<file path="config.mk">
export PLATFORM = sky130hd
export DESIGN_NAME = if_fetch_queue
export DESIGN_NICKNAME = d
export VERILOG_FILES = /design/src/rtl/if_fetch_queue.sv
export SDC_FILE = /design/constraint.sdc
export NUM_CORES = 1
export LEC_CHECK = 0
export ABC_AREA = 1
export BUFFER_PORTS_ARGS = -buffer_cell sky130_fd_sc_hd__buf_2
export CELL_PAD_IN_SITES_DETAIL_PLACEMENT = 1
export CELL_PAD_IN_SITES_GLOBAL_PLACEMENT = 1
export CORE_MARGIN = 2
export CORE_UTILIZATION = 34
export CTS_BUF_LIST = sky130_fd_sc_hd__clkbuf_8 sky130_fd_sc_hd__clkbuf_16
export CTS_CLUSTER_DIAMETER = 150
export DETAILED_ROUTE_END_ITERATION = 7
export PLACE_DENSITY = 0.73
export REMOVE_ABC_BUFFERS = 1
export SETUP_SLACK_MARGIN = 0.02
export SLEW_MARGIN = 20
export SYNTH_ARGS = -nofsm -noshare
export SYNTH_HDL_FRONTEND = slang
export SYNTH_SLANG_ARGS = --single-unit
</file>
<file path="constraint.sdc">
create_clock -name clk -period 6.8 [get_ports clk]
set_clock_uncertainty 0.05 [all_clocks]
set_input_delay 0.34 -clock clk [delete_from_list [all_inputs] [get_ports clk]]
set_output_delay 0.34 -clock clk [all_outputs]
set_load 0.01 [all_outputs]
</file>
<file path="src/rtl/if_fetch_queue.sv">
// Instruction-fetch engine with a DEPTH-entry {pc, insn} prefetch queue feeding the IF/ID
// register. Issues sequential word addresses on a single-outstanding req/ack bus.
module if_fetch_queue #(
  parameter int unsigned         PC_W         = 30,
  parameter int unsigned         INSN_W       = 32,
  parameter int unsigned         DEPTH        = 4,
  parameter logic [PC_W-1:0]     RESET_VECTOR = '0,
  parameter logic [INSN_W-1:0]   NOP_INSN     = '0
) (
  input  logic                   clk,
  input  logic                   reset,
  output logic                   bus_req,
  output logic [PC_W-1:0]        bus_addr,
  input  logic                   bus_ack,
  input  logic [INSN_W-1:0]      bus_rdata,
  input  logic                   stall,
  input  logic                   flush,
  input  logic [PC_W-1:0]        new_pc,
  input  logic                   br_taken,
  input  logic [PC_W-1:0]        br_addr,
  output logic [PC_W-1:0]        if_pc,
  output logic [INSN_W-1:0]      if_insn,
  output logic                   if_en,
  output logic [$clog2(DEPTH):0] q_count
);

  localparam int unsigned AW = $clog2(DEPTH);
  localparam int unsigned CW = AW + 1;
  localparam logic [CW-1:0] Full = CW'(DEPTH);

  logic [PC_W-1:0]   pc_mem   [DEPTH];
  logic [INSN_W-1:0] insn_mem [DEPTH];

  logic [AW-1:0]     rd_ptr_q, rd_ptr_d, wr_ptr_q, wr_ptr_d;
  logic [CW-1:0]     count_q, count_d;
  logic [PC_W-1:0]   fetch_pc_q, fetch_pc_d;
  logic              req_q, req_d;
  logic [PC_W-1:0]   addr_q, addr_d;
  logic              discard_q, discard_d;
  logic [PC_W-1:0]   if_pc_q, if_pc_d;
  logic [INSN_W-1:0] if_insn_q, if_insn_d;
  logic              if_en_q, if_en_d;

  logic              redirect, ack, push, pop, issue;
  logic [PC_W-1:0]   target;

  always_comb begin
    redirect = flush | br_taken;
    target   = flush ? new_pc : br_addr;
    ack      = req_q & bus_ack;
    push     = ack & ~discard_q & ~redirect;
    pop      = ~redirect & ~stall & (count_q != '0);
  end

  // Queue bookkeeping and fetch address generation.
  always_comb begin
    rd_ptr_d   = rd_ptr_q;
    wr_ptr_d   = wr_ptr_q;
    count_d    = count_q;
    fetch_pc_d = fetch_pc_q;
    discard_d  = discard_q;
    if (redirect) begin
      rd_ptr_d   = '0;
      wr_ptr_d   = '0;
      count_d    = '0;
      fetch_pc_d = target;
      // A request still in flight must complete before the target can be fetched.
      discard_d  = req_q & ~ack;
    end else begin
      if (push) begin
        wr_ptr_d   = wr_ptr_q + AW'(1);
        fetch_pc_d = addr_q + PC_W'(1);
      end
      if (pop) rd_ptr_d = rd_ptr_q + AW'(1);
      count_d = count_q + CW'(push) - CW'(pop);
      if (ack) discard_d = 1'b0;
    end
  end

  // Issue only when the slot for the returning word is guaranteed.
  always_comb begin
    issue  = (~req_q | ack) & ~discard_q & ~redirect & (count_d < Full);
    req_d  = issue | (req_q & ~ack);
    addr_d = issue ? fetch_pc_d : addr_q;
  end

  always_comb begin
    if_pc_d   = if_pc_q;
    if_insn_d = if_insn_q;
    if_en_d   = if_en_q;
    if (flush) begin
      if_pc_d   = new_pc;
      if_insn_d = NOP_INSN;
      if_en_d   = 1'b0;
    end else if (!stall) begin
      if (br_taken) begin
        if_pc_d   = br_addr;
        if_insn_d = NOP_INSN;
        if_en_d   = 1'b0;
      end else if (pop) begin
        if_pc_d   = pc_mem[rd_ptr_q];
        if_insn_d = insn_mem[rd_ptr_q];
        if_en_d   = 1'b1;
      end else begin
        if_insn_d = NOP_INSN;
        if_en_d   = 1'b0;
      end
    end
  end

  always_ff @(posedge clk or negedge reset) begin
    if (!reset) begin
      rd_ptr_q   <= '0;
      wr_ptr_q   <= '0;
      count_q    <= '0;
      fetch_pc_q <= RESET_VECTOR;
      req_q      <= 1'b0;
      addr_q     <= RESET_VECTOR;
      discard_q  <= 1'b0;
      if_pc_q    <= RESET_VECTOR;
      if_insn_q  <= NOP_INSN;
      if_en_q    <= 1'b0;
    end else begin
      rd_ptr_q   <= rd_ptr_d;
      wr_ptr_q   <= wr_ptr_d;
      count_q    <= count_d;
      fetch_pc_q <= fetch_pc_d;
      req_q      <= req_d;
      addr_q     <= addr_d;
      discard_q  <= discard_d;
      if_pc_q    <= if_pc_d;
      if_insn_q  <= if_insn_d;
      if_en_q    <= if_en_d;
    end
  end

  always_ff @(posedge clk) begin
    if (push) begin
      pc_mem[wr_ptr_q]   <= addr_q;
      insn_mem[wr_ptr_q] <= bus_rdata;
    end
  end

  assign bus_req  = req_q;
  assign bus_addr = addr_q;
  assign if_pc    = if_pc_q;
  assign if_insn  = if_insn_q;
  assign if_en    = if_en_q;
  assign q_count  = count_q;

endmodule

</file>
==> out/metrics.cfg, run 1 <==
[status]
status = finished, final reports clean

[pwr]
power_switching_share = 0.2470
p_seq_frac = 0.508
power.density_nw_per_um2 = 286.0
power_frac_comb = 0.086
p_clk_frac = 0.406
p_int_mw = 4.067
switching_power_mw = 1.334
ir_drop_mv = 0.1660
leakagePower_nw = 7.775

[drt]
postRouteWirelength_mm = 46.81
vias = 11600
drc = 0
post_drt_wl_per_cell_um = 20.70
ant_nets = 0
first_pass_iters = 5
avgViaCountPerCell = 5.129
drtIter0Drc = 729

[worst_hold_path]
hold_end = insn_mem[2][11]$_DFFE_PP_
hp-class = input port to flip-flop
holdCritStartpoint = bus_rdata[11]
hold_depth = 1

[sta]
hold_violations = 0
setup_viol = 0
rsz0062_at_grt = false
fin_crit_sh = 0.6287
worst_slack_ns = 2.525
max_freq_mhz = 233.9
slew_violations = 0
max_slew_margin = 0.3420
setup_tns_ns = 0
fin_crit_ns = 4.275
tightest_slew_ns = 0.9859

[critical_path]
startpoint_type = flip-flop
cp_slowest_cell = clkinv_2
worstSetupPathType = flip-flop to flip-flop
r2r-start = bus_req$_DFF_PN0_
crit_path_max_fanout = 44
cp.arrival_ns = 4.65
r2r_setup_slack_ns = 2.52
endpoint_kind = flip-flop
required_ns = 7.18
cp_cell_sequence = nand2_1 > nor2_1 > nand2_1 > ha_1 > inv_1 > ha_1 > inv_1 > fa_1 > nand3_1 > nand3_1 > nand3_2 > clkinv_2 > o21ai_0
r2r_end = bus_addr[4]$_DFFE_PN0P_
ff2ff_path_depth = 13
cp_slowest_stage_delay_ns = 0.64

[clock_network]
ctsHoldBuffers = 32
root_buffer = clkbuf_16
ctsResizeCount = 0
cts.sinks = 380
ctsLongestPathBuffers = 3
worstSkewPairLatency_ns = 0.53
cts_buffers = 41
cts.clk_slew.worst_paths_ns = 0.06
tritoncts = done
htreeDepth = 2
postCtsSetupBuffers = 0

[run]
cap_viol_max_count = 0

[floorplan]
num_rows = 78
core_area_um2 = 45380
die_h_um = 218.6
die_w_um = 218.6
die_area_um2 = 47780
io_pins = 195
initial_core_util = 0.3450

[yosys]
post_synth_main_area_contributors = edfxtp_1 48%, dfrtp_1 21%, nand2_1 7.2%
synth_cell_types = 34
yosysWarnings = 0
synth-xor-area-share = 0.003356
synth_edf_count = 248
synth-adder-area-share = 0.006872
synth.top_cell.area_share = 0.4756
synth_compound_area_frac = 0.1245
synth_top_family_by_area = simple AND/OR/NAND/NOR gates
seq_area_frac_synth = 0.6866
synthArstFlopShare = 0.3474
netlist_area_um2 = 15660
synth.avg_cell_area_um2 = 11.01
netlist_instances = 1422
synth_top_area_cell = edfxtp_1
synth-simple-area-share = 0.1350
synth-seq-cells = 380
synthMuxAreaShare = 0
ys.flop_type = edfxtp_1

[layout]
drive_above_1_share = 0.1728
n_antenna_cell = 0
final_util = 0.4162
final_nets = 1737
final_cells = 2261
syn2layout_area_growth_pct = 20.62

[placed_design]
io_buffer_count = 194
dp.cells = 2155
place_ws_ns = 2.360
post-dp-hpwl_mm = 28.81
gp_congestion = 0.8217

[grt]
grt_pass1_wl_mm = 71.53
grt.overflow.total = 0
grt_pass1_vias = 12170
antenna_found_initial = 0
grt_max_degree = 84
grtUsageTotal = 0.1968

==> metal layers <==
layer	track usage	vias up	wire, um
met3	0.03424	69	2336
met2	0.3399	260	23160
li1	-	5366	-
met1	0.2549	5902	20320
met5	0	-	0
met4	0.05193	0	994
==> state kept, by name (all words and copies together) (netlist names), 3 cells and up <==
signal and cells:
insn_mem 128, pc_mem 120, if_insn 32, bus_addr 30
fetch_pc_q 30, if_pc 30, q_count 3
==> through the flow <==
step | instance area [um2] | power [mW] | hold slack, ns
CTS | 18860 | 5.457 | 0.01156
global route | 18890 | 5.616 | 0.01744
finish | 18890 | 5.401 | 0.03067
floorplan | 15330 | 2.963 | -0.005591
detailed placement | 17220 | 3.244 | 0.4292
global placement | 17220 | 3.221 | 0.4145
==> layout make-up <==
class / count / area, um2
Sequential cell: 380 / 10760
Timing Repair Buffer: 243 / 1445
Tap cell: 600 / 750.7
Fill cell: 4974 / 26500
Clock inverter: 27 / 219.0
Clock buffer: 46 / 1095
Multi-Input combinational cell: 869 / 4257
Inverter: 96 / 364.1
==> Yosys cell counts (30+ instances only) <==
cell	instances
nand3_1	44
nor2_1	182
dfrtp_1	132
o21ai_1	30
a32o_1	32
clkbuf_1	56
nand2_1	299
edfxtp_1	248
a22oi_1	30
inv_1	90
o21ai_0	149
o22ai_1	62
==> logic make-up after synthesis <==
group	after synthesis
simple gates	536
xor+xnor	6
buf+inv	173
fa+ha+maj	8
flops	380
compound gates	319
==> power by group through the flow <==
stage | clock, mW | sequential (mW) | combinational [mW]
after CTS | 2.24 | 2.74 | 0.476
final | 2.19 | 2.74 | 0.464
after global placement | 0 | 2.78 | 0.442
after floorplan | 0 | 2.77 | 0.191
after detailed placement | 0 | 2.79 | 0.457
after global routing | 2.33 | 2.76 | 0.525
==> cell usage in the layout, fill, tap and decap left out, drive strengths merged, types with 45 or more instances in the layout <==
cell type    n
dfrtp      132
clkbuf      46
nand2      299
edfxtp     248
buf        211
nand3       45
nor2       183
o21ai      179
o22ai       62
inv        104
==> worst max-delay path, delay by kind of cell (launching register included) <==
family	cells	cell delay (ns)
simple gates	6	1.58
fa+ha+maj	3	1.01
buf+inv	3	0.76
compound gates	1	0.39
flops	1	0.37
==> worst max path at each step <==
| stage | start | to | slack (ns) | depth (start not counted) |
|---|---|---|---|---|
| 2_1_floorplan | rd_ptr_q[0]$_DFFE_PN0P_ | if_pc[10]$_DFFE_PN0P_ | 1.39 | 7 |
| 3_3_place_gp | flush | bus_addr[11]$_DFFE_PN0P_ | 1.90 | 13 |
| 3_5_place_dp | flush | bus_addr[4]$_DFFE_PN0P_ | 2.36 | 13 |
| 4_1_cts | bus_req$_DFF_PN0_ | bus_addr[4]$_DFFE_PN0P_ | 2.42 | 13 |
| 5_1_grt | bus_req$_DFF_PN0_ | bus_addr[11]$_DFFE_PN0P_ | 2.08 | 13 |
| 6_report | bus_req$_DFF_PN0_ | bus_addr[4]$_DFFE_PN0P_ | 2.52 | 13 |
No activity file was read; power rests on OpenSTA's default activity.
==> inputs of run 2 (changes only) <==
- ABC_AREA: 1 -> 0
- clock period: 6.8 -> 3.5 ns (I/O delays scaled with it)
==> run 2 against run 1 <==
  * Core utilization is 1.6 points higher
  * Clock power is 120% higher
  * Critical path depth is 2 lower
  * Critical endpoint is now bus_addr[6]$_DFFE_PN0P_
  * Highest routed layer unchanged
==> out/metrics.cfg, run 2 <==
[status]
status = finished, final reports clean

[critical_path]
endpoint_kind = flip-flop
crit_buf_inv = 3  ; unchanged
required_ns = 3.89  ; -3.29 ns
r2r_setup_slack_ns = 0.44  ; -2.08 ns
cp.arrival_ns = 3.45  ; -1.20 ns
worstSetupPathType = flip-flop to flip-flop
cp_slowest_stage_delay_ns = 0.42  ; -0.22 ns
r2r-start = q_count[1]$_DFF_PN0_
cp.depth = 11  ; -2
cp-endpoint = bus_addr[6]$_DFFE_PN0P_
ff2ff_path_depth = 11  ; -2
critical_path.top_delay_family = adder cells
cp-startpoint = q_count[1]$_DFF_PN0_
r2r_end = bus_addr[6]$_DFFE_PN0P_
cp_slowest_cell = dfrtp_1
startpoint_type = flip-flop
crit_path_max_fanout = 13  ; -70%
cp_cell_sequence = nor3_1 > nor3_4 > ha_1 > inv_1 > ha_1 > inv_1 > fa_1 > xnor3_1 > and3_1 > buf_4 > mux2_2

[drt]
avgViaCountPerCell = 5.200  ; +1.4%
post_drt_wl_per_cell_um = 22.52  ; +8.8%
drtIter0Drc = 618  ; -15%
ant_nets = 0  ; unchanged
first_pass_iters = 4  ; -1
vias = 9948  ; -14%
postRouteWirelength_mm = 43.08  ; -8.0%
drc = 0  ; unchanged

[layout]
multi_input_area_um2 = 4497  ; +5.6%
largest_reg_flops = 128  ; unchanged
final_nets = 1383  ; -20%
fillerInstances = 4579  ; -7.9%
final_cell_mix = 248 x edfxtp_1, 193 x buf_2, 130 x dfrtp_1
layout_commonest_cell = edfxtp_1
regArea_um2 = 10760  ; about the same
syn2layout_area_growth_pct = 25.80
top_register = insn_mem
final_util = 0.4318  ; +0.01564
drive_above_1_share = 0.3011  ; +0.1283

[yosys]
synthArstFlopShare = 0.3474  ; unchanged
synth_edf_count = 248  ; unchanged
yosysMostFrequentCell = edfxtp_1
synth.top_cell.area_share = 0.4802  ; +0.004528
yosysWarnings = 0  ; unchanged
synth_cell_types = 56  ; +65%
synth-seq-cells = 380  ; unchanged
ys_top_cells_by_count = 248 x edfxtp_1, 132 x dfrtp_1, 78 x nand2_1
post_synth_main_area_contributors = edfxtp_1 48%, dfrtp_1 21%, mux4_2 9.0%
synth_top_area_cell = edfxtp_1
netlist_area_um2 = 15510  ; -0.94%
netlist_instances = 1003  ; -29%
synth.avg_cell_area_um2 = 15.46  ; +40%
ys.flop_type = edfxtp_1
seq_area_frac_synth = 0.6931  ; +0.006536

[clock_network]
cts.sinks = 380  ; unchanged
tritoncts = done
cts_buffers = 43  ; +4.9%
root_buffer = clkbuf_16
ctsLongestPathBuffers = 3  ; unchanged
cts.clk_slew.worst_paths_ns = 0.06  ; about the same
ctsResizeCount = 0  ; unchanged
postCtsSetupBuffers = 0  ; unchanged
htreeDepth = 2  ; unchanged
worstSkewPairLatency_ns = 0.57  ; +0.04 ns

[placed_design]
post-dp-hpwl_mm = 26.99  ; -6.3%
io_buffer_count = 194  ; unchanged
gp_congestion = 0.7505  ; -8.7%
place_ws_ns = 0.2659  ; -2.094 ns

[pwr]
ir_drop_mv = 0.3101  ; +87%
total_power_mw = 11.29  ; +110%
power.density_nw_per_um2 = 578.9  ; +100%
leakagePower_nw = 7.465  ; -4.0%

[sta]
fin_crit_sh = 0.8735  ; +0.2448
max_freq_mhz = 327.1  ; +40%
rsz0062_at_grt = false
max_slew_margin = 0.3245  ; -0.01755
slew_violations = 0  ; unchanged
hold_violations = 0  ; unchanged
setup_tns_ns = 0  ; unchanged
tightest_slew_ns = 1.011  ; +0.02526 ns
worst_slack_ns = 0.4427  ; -2.082 ns
setup_viol = 0  ; unchanged
fin_crit_ns = 3.057  ; -1.218 ns
holdWs_ns = 0.01100  ; -0.01967 ns

[grt]
antenna_found_initial = 0  ; unchanged
grt_pass1_wl_mm = 65.83  ; -8.0%
grt.overflow.total = 0  ; unchanged
grtUsageTotal = 0.1847  ; -0.01215
grt_pass1_vias = 10840  ; -11%
grt_max_degree = 91  ; +8.3%

[floorplan]
die_area_um2 = 47340  ; -0.93%
num_rows = 78  ; unchanged
core_area_um2 = 45190  ; -0.43%
die_w_um = 217.6  ; -0.46%
die_h_um = 217.6  ; -0.46%
io_pins = 195  ; unchanged
initial_core_util = 0.3432  ; -0.001777

[run]
cap_viol_max_count = 0  ; unchanged

[worst_hold_path]
hp-class = input port to flip-flop

[run 2: cell type report]
type                    instances  share of cell area
diodes                          1           0.0001283
clock buffers                  48             0.05868
clock inverters                32             0.01815
inverters                      17            0.003270
multi-input cells             543              0.2305
flip-flops and latches        380              0.5514
well taps                     600             0.03848
repair buffers                292             0.09946
[run 2: worst min-delay path by stage]
stage,cells past startpoint,startpoint,endpoint
2_1_floorplan,0,reset,bus_addr[0]$_DFFE_PN0P_
3_3_place_gp,1,reset,if_insn[31]$_DFFE_PN0N_
3_5_place_dp,1,reset,if_insn[31]$_DFFE_PN0N_
4_1_cts,5,br_addr[26],fetch_pc_q[26]$_DFF_PN0_
5_1_grt,4,br_addr[24],fetch_pc_q[24]$_DFF_PN0_
6_report,5,br_addr[26],fetch_pc_q[26]$_DFF_PN0_
[run 2: metrics by stage]
stage | cell area (um2) | cells
floorplan | 15250 | 940
global placement | 17350 | 1766
detailed placement | 17350 | 1766
CTS | 19510 | 1912
global route | 19510 | 1912
finish | 19510 | 1913
[run 2: logic make-up after synthesis]
family                   after synthesis  synth area share
adder cells (fa/ha/maj)                8          0.006938
flip-flops                           380            0.6931
buffers and inverters                 80           0.02065
multiplexers                          73           0.09818
AO/OA/AOI/OAI                        244            0.1020
AND/OR/NAND/NOR                      187           0.06075
XOR/XNOR                              31           0.01839
[run 2: report_power, final]
part | internal (mW) | switching (mW)
combinational | 0.466 | 0.607
clock | 2.88 | 1.86
sequential | 5.12 | 0.364
total | 8.46 | 2.83
[run 2: worst register-to-register path, delay by kind of cell, from the launching register on]
family / cells / cell delay, ns
adders and majority gates: 3 / 0.80
xor gates and xnor gates: 1 / 0.33
DFF: 1 / 0.42
buffers and inverters: 3 / 0.31
and+or+nand+nor: 3 / 0.67
muxes: 1 / 0.37
[run 2: what timing repair did]
item                       CTS  global route
hold buffers                66             0
setup endpoints to repair    0             0
hold endpoints to repair   252             0
[run 2: metal layers]
metal,vias to the layer above,GRT usage,wire (um)
met1,5195,0.2371,18280
met4,0,0.04795,925
met5,-,0,0
li1,4420,-,-
met3,77,0.03724,2111
met2,256,0.3190,21760
==> inputs of run 3 (changes only) <==
- CELL_PAD_IN_SITES_DETAIL_PLACEMENT: 1 -> default
- CELL_PAD_IN_SITES_GLOBAL_PLACEMENT: 1 -> default
- CORE_UTILIZATION: 34 -> 52
- PLACE_DENSITY: 0.73 -> 0.87
==> run 3 against run 2 <==
  * Maximum frequency increased by 0.99%
  * Combinational power shrank 5%
  * Via count fell by 0.36%
  * Global-route usage is 5.7 points higher
  * Clock power fell by 15%
  * Worst hold slack gained 0.00071 ns
  * Critical endpoint is now bus_addr[28]$_DFFE_PN0P_
==> out/metrics.cfg, run 3 (synthesized netlist as in run 2, its figures left out) <==
[status]
status = finished, final reports clean

[critical_path]
cp-startpoint = q_count[1]$_DFF_PN0_
cp_slowest_cell = dfrtp_1
r2r-start = q_count[1]$_DFF_PN0_
endpoint_kind = flip-flop
cp.arrival_ns = 3.36  ; -0.09 ns
ff2ff_path_depth = 12  ; +1
cp-endpoint = bus_addr[28]$_DFFE_PN0P_
worstSetupPathType = flip-flop to flip-flop
cp_slowest_stage_delay_ns = 0.43  ; about the same
cp_cell_sequence = nor3_1 > nor3_4 > ha_1 > inv_1 > ha_1 > inv_1 > fa_1 > xnor3_1 > nand3_1 > buf_4 > o21ai_0 > o21ai_0
startpoint_type = flip-flop
required_ns = 3.83  ; -0.06 ns
r2r_setup_slack_ns = 0.47  ; +0.03 ns
r2r_end = bus_addr[28]$_DFFE_PN0P_
crit_path_max_fanout = 26  ; +13

[placed_design]
gp_congestion = 0.8033  ; +7.0%
dp.cells = 1549  ; -12%
dpl_cell_area_um2 = 17050  ; -1.7%
post-dp-hpwl_mm = 22.29  ; -17%
io_buffer_count = 194  ; unchanged
place_ws_ns = 0.2730  ; +0.007145 ns

[floorplan]
die_h_um = 176.7  ; -19%
die_w_um = 176.7  ; -19%
num_rows = 63  ; -19%
core_area_um2 = 29480  ; -35%
initial_core_util = 0.5261  ; +0.1829
die_area_um2 = 31220  ; -34%
io_pins = 195  ; unchanged

[layout]
final_util = 0.6384  ; +0.2066
final_nets = 1356  ; -2.0%
final_cell_mix = 248 x edfxtp_1, 193 x buf_2, 130 x dfrtp_1
design_area_um2 = 18820  ; -3.5%
top_register = insn_mem
regArea_um2 = 10760  ; unchanged
largest_reg_flops = 128  ; unchanged
drive_above_1_share = 0.2893  ; -0.01178
multi_input_area_um2 = 4487  ; -0.22%
final_cells = 1669  ; -13%
syn2layout_area_growth_pct = 21.35
fillerInstances = 2063  ; -55%
n_antenna_cell = 0  ; -1
layout_commonest_cell = edfxtp_1

[clock_network]
htreeDepth = 2  ; unchanged
root_buffer = clkbuf_16
ctsLongestPathBuffers = 3  ; unchanged
cts_buffers = 38  ; -12%
ctsHoldBuffers = 51  ; -23%
postCtsSetupBuffers = 0  ; unchanged
ctsResizeCount = 0  ; unchanged
cts.clk_slew.worst_paths_ns = 0.06  ; about the same
cts.sinks = 380  ; unchanged
worstSkewPairLatency_ns = 0.52  ; -0.05 ns
tritoncts = done

[pwr]
leakagePower_nw = 7.265  ; -2.7%
ir_drop_mv = 0.3207  ; +3.4%
power.density_nw_per_um2 = 560.6  ; -3.1%
total_power_mw = 10.55  ; -6.6%

[sta]
holdWs_ns = 0.01171  ; +0.0007137 ns
rsz0062_at_grt = false
fin_crit_sh = 0.8649  ; -0.008579
max_slew_margin = 0.3313  ; +0.006820
setup_tns_ns = 0  ; unchanged
worst_slack_ns = 0.4727  ; +0.03003 ns
slew_violations = 0  ; unchanged
tightest_slew_ns = 1.002  ; -0.009189 ns
setup_viol = 0  ; unchanged
hold_violations = 0  ; unchanged
max_freq_mhz = 330.3  ; +0.99%
fin_crit_ns = 3.027  ; -0.03003 ns

[drt]
drc = 0  ; unchanged
first_pass_iters = 7  ; +3
ant_nets = 0  ; unchanged
postRouteWirelength_mm = 37.48  ; -13%
avgViaCountPerCell = 5.939  ; +14%
drtIter0Drc = 937  ; +52%
post_drt_wl_per_cell_um = 22.46  ; -0.28%
vias = 9912  ; -0.36%

[grt]
grt.overflow.total = 0  ; unchanged
grt_max_degree = 74  ; -19%
grt_pass1_vias = 10240  ; -5.5%
grt_pass1_wl_mm = 57.29  ; -13%
grtUsageTotal = 0.2420  ; +0.05729
antenna_found_initial = 0  ; unchanged

[run]
cap_viol_max_count = 0  ; unchanged

[worst_hold_path]
hp-class = input port to flip-flop

[run 3: cell types whose count changed in the layout (fill, tap and decap cells not counted), moves of 3 or more]
| cell | before | now |
|---|---|---|
| dlygate4sd3_1 | 66 | 51 |
| clkinv_2 | 10 | 5 |
| clkbuf_16 | 43 | 39 |
| inv_6 | 4 | 1 |
| buf_4 | 27 | 18 |
| bufinv_16 | 7 | 4 |
| inv_1 | 23 | 28 |
[run 3: cell type report]
class                      instances  area share
clock buffer                      44     0.05551
clock inverter                    25     0.01157
inverter                          17    0.003390
multi-input combinational        543      0.2384
sequential                       380      0.5716
tap                              390     0.02593
timing repair buffer             270     0.09366
[run 3: how the worst min path moves through the flow]
stage	start	end	slack (ns)	cells after the start
after detailed placement	reset	if_insn[25]$_DFFE_PN0N_	0.21	1
after global placement	reset	if_insn[16]$_DFFE_PN0N_	0.21	1
after floorplan	reset	bus_addr[0]$_DFFE_PN0P_	-0.17	0
after CTS	new_pc[20]	if_pc[20]$_DFFE_PN0P_	0.0007	3
final	new_pc[20]	if_pc[20]$_DFFE_PN0P_	0.01	3
after global routing	new_pc[20]	if_pc[20]$_DFFE_PN0P_	0.02	3
[run 3: routing by layer]
metal	up-vias	GRT usage	wire (um)
met5	-	0	0
met4	0	0.07335	923
met3	79	0.05133	2912
met2	407	0.4051	18760
met1	5061	0.3214	14890
li1	4365	-	-
[run 3: worst max-delay path, delay by kind of cell (launching register included)]
kind / cells / cell delay [ns]
adders and majority gates: 3 / 0.82
and+or+nand+nor: 3 / 0.63
DFF: 1 / 0.43
buffers and inverters: 3 / 0.38
AOI/OAI and AO/OA: 2 / 0.30
xor gates and xnor gates: 1 / 0.28
[run 3: power by group]
part           internal, mW  total [mW]  switching (mW)
clock                  2.42        4.05            1.63
combinational         0.445        1.02           0.579
sequential             5.11        5.47           0.359
